File: config.mk
export PLATFORM = sky130hd
export DESIGN_NAME = alu_exec_unit
export DESIGN_NICKNAME = d
export VERILOG_FILES = /design/src/rtl/alu_exec_unit.sv
export SDC_FILE = /design/constraint.sdc
export NUM_CORES = 1
export LEC_CHECK = 0
export ABC_AREA = 0
export CORE_ASPECT_RATIO = 0.5
export CORE_MARGIN = 5
export CORE_UTILIZATION = 50
export CTS_BUF_LIST = sky130_fd_sc_hd__clkbuf_16
export CTS_CLUSTER_DIAMETER = 30
export DETAILED_ROUTE_END_ITERATION = 12
export GPL_TIMING_DRIVEN = 0
export HOLD_SLACK_MARGIN = 0.02
export PLACE_DENSITY = 0.72
export RECOVER_POWER = 25
export SLEW_MARGIN = 5
export SYNTH_ARGS = -nofsm -noshare
export SYNTH_HDL_FRONTEND = slang
export SYNTH_SLANG_ARGS = --single-unit
File: constraint.sdc
create_clock -name clk -period 6.8 [get_ports clk]
set_input_delay 2.04 -clock clk [delete_from_list [all_inputs] [get_ports clk]]
set_output_delay 2.04 -clock clk [all_outputs]
set_load 0.005 [all_outputs]
File: src/rtl/alu_exec_unit.sv
// alu_exec_unit: execute-stage ALU with valid/ready handshake and an iterative shifter.
// Define ALU_SHIFT_FAST_EN to replace the iterative shifter with a single-cycle barrel shifter.
module alu_exec_unit #(
  parameter int DATA_WIDTH = 32,
  parameter int SHAMT_W = $clog2(DATA_WIDTH)
) (
  input  logic                  clk,
  input  logic                  rst,
  input  logic                  req_valid,
  output logic                  req_ready,
  input  logic [3:0]            Operation,
  input  logic [DATA_WIDTH-1:0] SrcA,
  input  logic [DATA_WIDTH-1:0] SrcB,
  output logic                  resp_valid,
  input  logic                  resp_ready,
  output logic [DATA_WIDTH-1:0] Result,
  output logic                  Zero,
  output logic                  illegal_op,
  output logic                  busy
);
  typedef enum logic [1:0] {IDLE, SHIFT, DONE} state_t;
  state_t state, state_next;
  logic [DATA_WIDTH-1:0] acc, acc_next, res_comb;
  logic [SHAMT_W-1:0] cnt, shamt;
  logic [3:0] shift_op;
  logic zero_comb, ill_comb, is_shift, accept, go_shift;
  assign shamt = SrcB[SHAMT_W-1:0];
  assign is_shift = Operation inside {4'b0101, 4'b0111, 4'b1101};
  assign req_ready = state == IDLE && !rst;
  assign accept = req_valid && req_ready;
  assign resp_valid = state == DONE;
`ifdef ALU_SHIFT_FAST_EN
  assign go_shift = 1'b0;
  assign busy = 1'b0;
`else
  assign go_shift = is_shift && shamt != '0;
  assign busy = state == SHIFT;
`endif
  // SLL shifts left; SRA refills the MSB with the sign, SRL with zero
  assign acc_next = shift_op == 4'b0101 ? acc << 1
                  : {shift_op == 4'b0111 && acc[DATA_WIDTH-1], acc[DATA_WIDTH-1:1]};
  always_comb begin
    res_comb = '0;
    ill_comb = 1'b0;
    case (Operation)
      4'b0000: res_comb = SrcA & SrcB;
      4'b0001: res_comb = SrcA | SrcB;
      4'b0010: res_comb = SrcA + SrcB;
      4'b0011: res_comb = SrcA - SrcB;
      4'b0100: res_comb = SrcA ^ SrcB;
`ifdef ALU_SHIFT_FAST_EN
      4'b0101: res_comb = SrcA << shamt;
      4'b0111: res_comb = $unsigned($signed(SrcA) >>> shamt);
      4'b1101: res_comb = SrcA >> shamt;
`else
      4'b0101, 4'b0111, 4'b1101: res_comb = SrcA;
`endif
      4'b1000: res_comb = SrcA - SrcB;
      4'b1100: res_comb = DATA_WIDTH'($signed(SrcA) < $signed(SrcB));
      default: ill_comb = 1'b1;
    endcase
    zero_comb = Operation == 4'b1000 ? SrcA == SrcB : res_comb == '0;
  end
  always_comb begin
    state_next = state;
    case (state)
      IDLE:    if (accept) state_next = go_shift ? SHIFT : DONE;
      SHIFT:   if (cnt == SHAMT_W'(1)) state_next = DONE;
      DONE:    if (resp_ready) state_next = IDLE;
      default: state_next = IDLE;
    endcase
  end
  always_ff @(posedge clk or posedge rst)
    if (rst) state <= IDLE;
    else state <= state_next;
  always_ff @(posedge clk or posedge rst)
    if (rst) begin
      Result <= '0;
      Zero <= 1'b0;
      illegal_op <= 1'b0;
      acc <= '0;
      cnt <= '0;
      shift_op <= '0;
    end else if (accept && go_shift) begin
      acc <= SrcA;
      cnt <= shamt;
      shift_op <= Operation;
    end else if (accept) begin
      Result <= res_comb;
      Zero <= zero_comb;
      illegal_op <= ill_comb;
    end else if (state == SHIFT) begin
      acc <= acc_next;
      cnt <= cnt - SHAMT_W'(1);
      if (cnt == SHAMT_W'(1)) begin
        Result <= acc_next;
        Zero <= acc_next == '0;
        illegal_op <= 1'b0;
      end
    end
endmodule

After elaboration in Yosys (flattened, before gate mapping)
Index checks and enable logic that the tools add are counted.
{"block": "classes", "n_addsub": 3, "magnitude_cmp": 1, "n_eq_ne": 19, "mux": 24, "bitwise": 4, "n_reduce_logical": 21}
{"cell": "2-to-1 mux 32 bit", "n": 7}
{"cell": "case mux 32 bit (7 select lines)", "n": 1}
{"cell": "logical NOT 32 bit", "n": 2}
{"cell": "adder 32 bit", "n": 1}
{"cell": "AND 32 bit", "n": 1}
{"cell": "equality test 32 bit", "n": 1}
{"cell": "< comparator 32 bit", "n": 1}
{"cell": "OR 32 bit", "n": 1}
{"cell": "subtractor 32 bit", "n": 1}
{"cell": "XOR 32 bit", "n": 1}
{"cell": "equality test 4 x 3 -> 1 bit (second input constant)", "n": 5}
{"cell": "2-to-1 mux 5 bit", "n": 3}
{"cell": "equality test 4 bit (second input constant)", "n": 3}
{"cell": "OR reduction 10 bit", "n": 1}
{"cell": "equality test 4 x 2 -> 1 bit (second input constant)", "n": 2}
{"cell": "2-to-1 mux 1 bit", "n": 8}
{"cell": "2-to-1 mux 2 bit", "n": 4}
{"cell": "!= test 2 x 1 -> 1 bit (second input constant)", "n": 3}
{"cell": "case mux 2 bit (3 select lines)", "n": 1}
{"cell": "AND reduction 3 bit", "n": 2}
{"cell": "nonzero test 2 bit", "n": 3}
{"cell": "equality test 5 x 1 -> 1 bit (second input constant)", "n": 1}
{"cell": "logical AND 1 bit", "n": 5}
{"cell": "nonzero test 5 bit", "n": 1}
{"cell": "other kinds (13)", "n": 13}
{"block": "totals", "regBits": 77, "inputBits": 72, "elab_cells": 79}

Logic depth before layout (Yosys ltp)
{"block": "depth", "word_depth": 7, "ltp_mapped": 15}

Least setup slack after synthesis
OpenSTA, ideal clock, no wires.
{"block": "synth_path", "path_type": "input to register", "from": "input SrcA[0]", "to": "register Zero", "setup_time_ns": 0.095, "arrival_ns": 4.952, "t_required_ns": 6.705, "slack_ns": 1.753, "cell_stages": 15, "path_buffers": 0, "path_cell_list": "inv_1 > ha_1 > inv_1 > fa_1 > nor2b_1 > o21ai_1 > a21oi_1 > o31ai_1 > a2111oi_0 > or4_1 > a32oi_1 > o21ai_1 > nor4_1 > nand4_1 > o32ai_2"}
{"block": "synth_between", "elab_chain_cells": 5, "elab_cells_between_ends": 11, "classes_between": "add/sub (2); order compare (1); eq/ne (1); mux (3); bitwise (3); reduce/logical (1)"}
{"element": "start: declaration", "line": "12", "rtl": "input logic [DATA_WIDTH-1:0] SrcA,"}
{"element": "subtractor 32 bit (tied with other cells)", "line": "49, 58"}
{"element": "case mux 32 bit (7 select lines)", "line": "45", "rtl": "case (Operation)"}
{"element": "logical NOT 32 bit", "line": "62", "rtl": "zero_comb = Operation == 4'b1000 ? SrcA == SrcB : res_comb == '0;"}
{"element": "2-to-1 mux 1 bit *", "line": "62"}
{"element": "2-to-1 mux 1 bit *", "line": "88", "rtl": "end else if (accept) begin"}
{"element": "end signal: assignment", "line": "90", "rtl": "Zero <= zero_comb;"}
{"element": "end: declaration", "line": "17", "rtl": "output logic Zero,"}
Every way passes the cells marked *; elsewhere a longest branch is shown, timed or not.
A chain may end at the register's enable or synchronous reset.

Final worst setup path
Same ends and word-level chain as after synthesis.

==> summary.txt <==
Run status
  – Status: finished with violations
  – Failing checks: capacitance limit, slew limit

Run
  – Max Cap Viol: 3

STA
  – Final WS setup: roughly 0.11 ns
  – Worst slew pin tran: between 2 and 2.5 ns
  – Final Skew: 0.00563 ns
  – Max-Slew Margin vs Limit: -0.533
  – Slew Viols, Final: 80
  – RSZ-0062 raised after global routing: false
  – Crit share post-route: 0.983
  – # setup viols final: 0
  – Hold slack: around 0.47 ns
  – Highest Clock Rate: 0.150 GHz
  – Hold Violations, Final: 0
  – Min Tclk post-route: roughly 6.7 ns

Critical path
  – Reg2reg start: shift_op[1]$_DFFE_PP0P_
  – FF-to-FF End: Zero$_DFFE_PP0P_
  – Critical path arrival: just under 7 ns
  – CP Capture Point: Zero$_DFFE_PP0P_
  – Critical path type: input port to flop
  – Worst reg-to-reg setup slack: around 2.9 ns
  – CP endpoint kind: flop
  – CP Data Required Time: 7.00 ns
  – Startpoint class of the critical path: input port
  – Worst r2r path cells: 12
  – CP Launch Point: SrcA[0]
  – Max FO, Critical Path: 5

Route
  – DRC violations left: 0
  – Via count: 12500
  – Via/cell ratio: roughly 7
  – DRT iter0 DRCs: about 2000
  – Remaining antenna violation count: 0
  – DRT Pass-1 Iters: 6
  – Wire length after detailed routing: between 40000 and 50000 um
  – Routed len/inst: 26.6 um

Finish
  – Non-filler cells, final: roughly 1800
  – Antenna diode instance count: 0
  – Proportion of layout cells with a drive suffix above 1: 0.0487
  – Area Growth Syn to Fin: 16.9%
  – Final net count: 1711

Logic synthesis
  – Post-synth EDFFs: 0
  – Commonest register cell after synthesis: dfrtp_1
  – Synthesized area: ~10000 um2
  – Cell taking the most area after synthesis: dfrtp_1
  – Ys async rst share: 1.00
  – FF+latch count, synth: 77
  – Sequential share of the synthesized area: 0.187
  – Synth Area per Inst: just over 7 um2
  – Post-Synthesis Cells: roughly 1400
  – Yosys top cell area share: 0.187
  – Netlist cell types: 82
  – Mapped Nets: 1589
  – Yosys warns: 0
  – Synth area leaders: dfrtp_1 (19%), ha_1 (12%), a21oi_1 (6.1%)

Placed design
  – Hpwl dp: approximately 39000 um
  – Placed cells: between 1500 and 2000
  – Dpl ws: -0.154 ns
  – RD Place Congestion: 1.07
  – I/O Buffers: roughly 110

Floorplan
  – Core footprint: a little over 20000 um2
  – Die Y: 111 um
  – Die span in x: between 200 and 250 um
  – Initial Utilization: 0.505
  – Rows: 37
  – Io pins: around 110
  – Die area: between 20000 and 25000 um2

GRT
  – First-pass GRT wire length: between 70000 and 80000 um
  – Largest net degree at the start of global routing: 45
  – Initial antenna violation count: 1
  – Vias in the first global route: roughly 12000
  – GRT Util Overall: 0.393
  – Grt ovf: 0

Power
  – Maximum vdd drop: 0.000129 V
  – Power per Cell Area: 252 nW/um2
  – Leakage: approximately 5.2 nW

Clock network
  – CTS tree: built
  – Clock Path Buffers: 2
  – Htree depth: 3
  – Clock tree sinks: 77
  – Clk root buf: clkbuf_16
  – Worst-path clk slew: 0.06 ns
  – Number of CTS-inserted buffers: 9
  – Clock Latency Late Sink: 0.34 ns
  – Cts hold-fix bufs: 0

Worst hold path
  – Hold Crit Class: flop to flop
==> worst min path at each step <==
stage,start,to,slack (ns),depth (start not counted)
final,Result[27]$_DFFE_PP0P_,Result[27]$_DFFE_PP0P_,0.47,2
after global routing,Result[0]$_DFFE_PP0P_,Result[0]$_DFFE_PP0P_,0.50,2
after CTS,Result[31]$_DFFE_PP0P_,Result[31]$_DFFE_PP0P_,0.48,2
after detailed placement,Result[31]$_DFFE_PP0P_,Result[31]$_DFFE_PP0P_,0.47,2
after global placement,Result[26]$_DFFE_PP0P_,Result[26]$_DFFE_PP0P_,0.46,2
after floorplan,shift_op[2]$_DFFE_PP0P_,shift_op[2]$_DFFE_PP0P_,0.45,1
==> flip-flops by register name, summed over array words and instances (netlist names) <==
signal / cells
Result: 32
acc: 32
cnt: 5
shift_op: 4
state: 2
Zero: 1
illegal_op: 1
==> cells by family after synthesis <==
group | after synthesis | share of synthesized area
XOR/XNOR | 12 | 0.0102
multiplexers | 62 | 0.0630
flip-flops | 77 | 0.187
AND/OR/NAND/NOR | 465 | 0.220
buffers and inverters | 212 | 0.0799
adder cells (fa/ha/maj) | 103 | 0.127
AO/OA/AOI/OAI | 483 | 0.312
==> cell usage after synthesis, drive strengths merged (6+ instances only) <==
cell,instances
nor3,28
nand3,12
xnor2,12
nand2b,11
nor4,20
inv,114
a21boi,6
a2111oi,6
nor4b,9
a31oi,18
a221oi,15
clkbuf,67
and2,14
nand2,147
a22o,6
mux2,22
o2111ai,7
nand4,19
o21a,6
a21o,16
ha,101
o21ai,116
a311oi,6
a211o,11
o22ai,9
and3,8
a211oi,14
o31a,9
or2,8
nor2,130
o221ai,6
dfrtp,77
a22oi,8
or3,10
nor2b,17
buf,30
a221o,15
o211ai,12
o31ai,27
mux2i,40
or4,9
a21oi,127
==> stage by stage <==
step | utilization | total power (W) | cell area [um2] | TNS, ns
2_1_floorplan | - | 0.00179 | 10300 | 0
3_3_place_gp | 0.575 | 0.00244 | 11700 | -0.206
3_5_place_dp | 0.576 | 0.00249 | 11700 | -0.371
4_1_cts | 0.590 | 0.00295 | 12000 | 0
5_1_grt | 0.590 | 0.00319 | 12000 | 0
6_report | 0.590 | 0.00303 | 12000 | 0
==> routing by layer <==
metal	vias to the layer above	wire, um	track usage
met5	-	13	0
met4	2	1430	0.103
met3	131	7820	0.155
met2	920	19100	0.556
met1	5985	19900	0.557
li1	5416	-	-
==> critical path, stage by stage <==
cell and delay, ns:
clkdlybuf4s50_1 0.54, inv_1 0.14, ha_1 0.17, inv_1 0.06, fa_1 0.44, nor2b_1 0.18
o21ai_1 0.48, a21oi_1 0.19, o21ai_0 0.68, o211ai_1 0.19, buf_4 0.21, o21a_1 0.19
or4_1 0.48, o221ai_1 0.56, nor4_1 0.09, nand4_1 0.15, o32ai_2 0.09
==> layout make-up <==
cell class              count  area (um2)
fillers                  1918        8350
clock inverters             7        57.6
plain buffers              97         392
flip-flops and latches     77        1930
inverters                 115         433
clock buffers               9         225
well taps                 273         342
multi-input cells        1125        7550
repair buffers            111        1100
==> power by group <==
part           internal, W  switching [W]  leakage (nW)
logic             0.000722       0.000963          4.09
registers         0.000671       0.000210         0.943
clock network     0.000278       0.000185         0.139
total              0.00167        0.00136          5.17
==> what timing repair did <==
action	in CTS	in global routing
setup buffers	0	2
endpoints found under the setup margin	0	4
gates resized for setup	0	7
==> placed cells by master (no fill, tap or decap), types with 7 or more instances in the layout <==
cell type	netlist	routed
nor3_1	27	27
o31a_1	9	9
or2_2	7	7
nor4b_1	9	9
mux2_2	22	22
or4_1	9	9
a31oi_1	18	17
and2_1	12	12
clkbuf_16	0	9
a22oi_1	8	8
a21o_1	16	16
buf_2	15	15
nor2_1	130	130
nand2b_1	11	11
nand3_1	12	12
dfrtp_1	77	77
nand2_1	147	147
a221o_1	15	15
o31ai_1	27	27
a211o_1	11	11
nor2b_1	17	17
o21ai_0	112	111
and3_1	8	8
a21oi_1	126	126
xnor2_1	12	12
or3_1	10	10
clkbuf_1	67	67
mux2i_1	40	40
inv_1	114	114
o211ai_1	11	11
buf_1	13	13
ha_1	101	101
a211oi_1	14	13
nand4_1	19	19
a221oi_1	15	15
clkdlybuf4s50_1	0	107
o22ai_1	9	9
o2111ai_1	7	7
nor4_1	20	20
No activity file was read; power rests on OpenSTA's default activity.
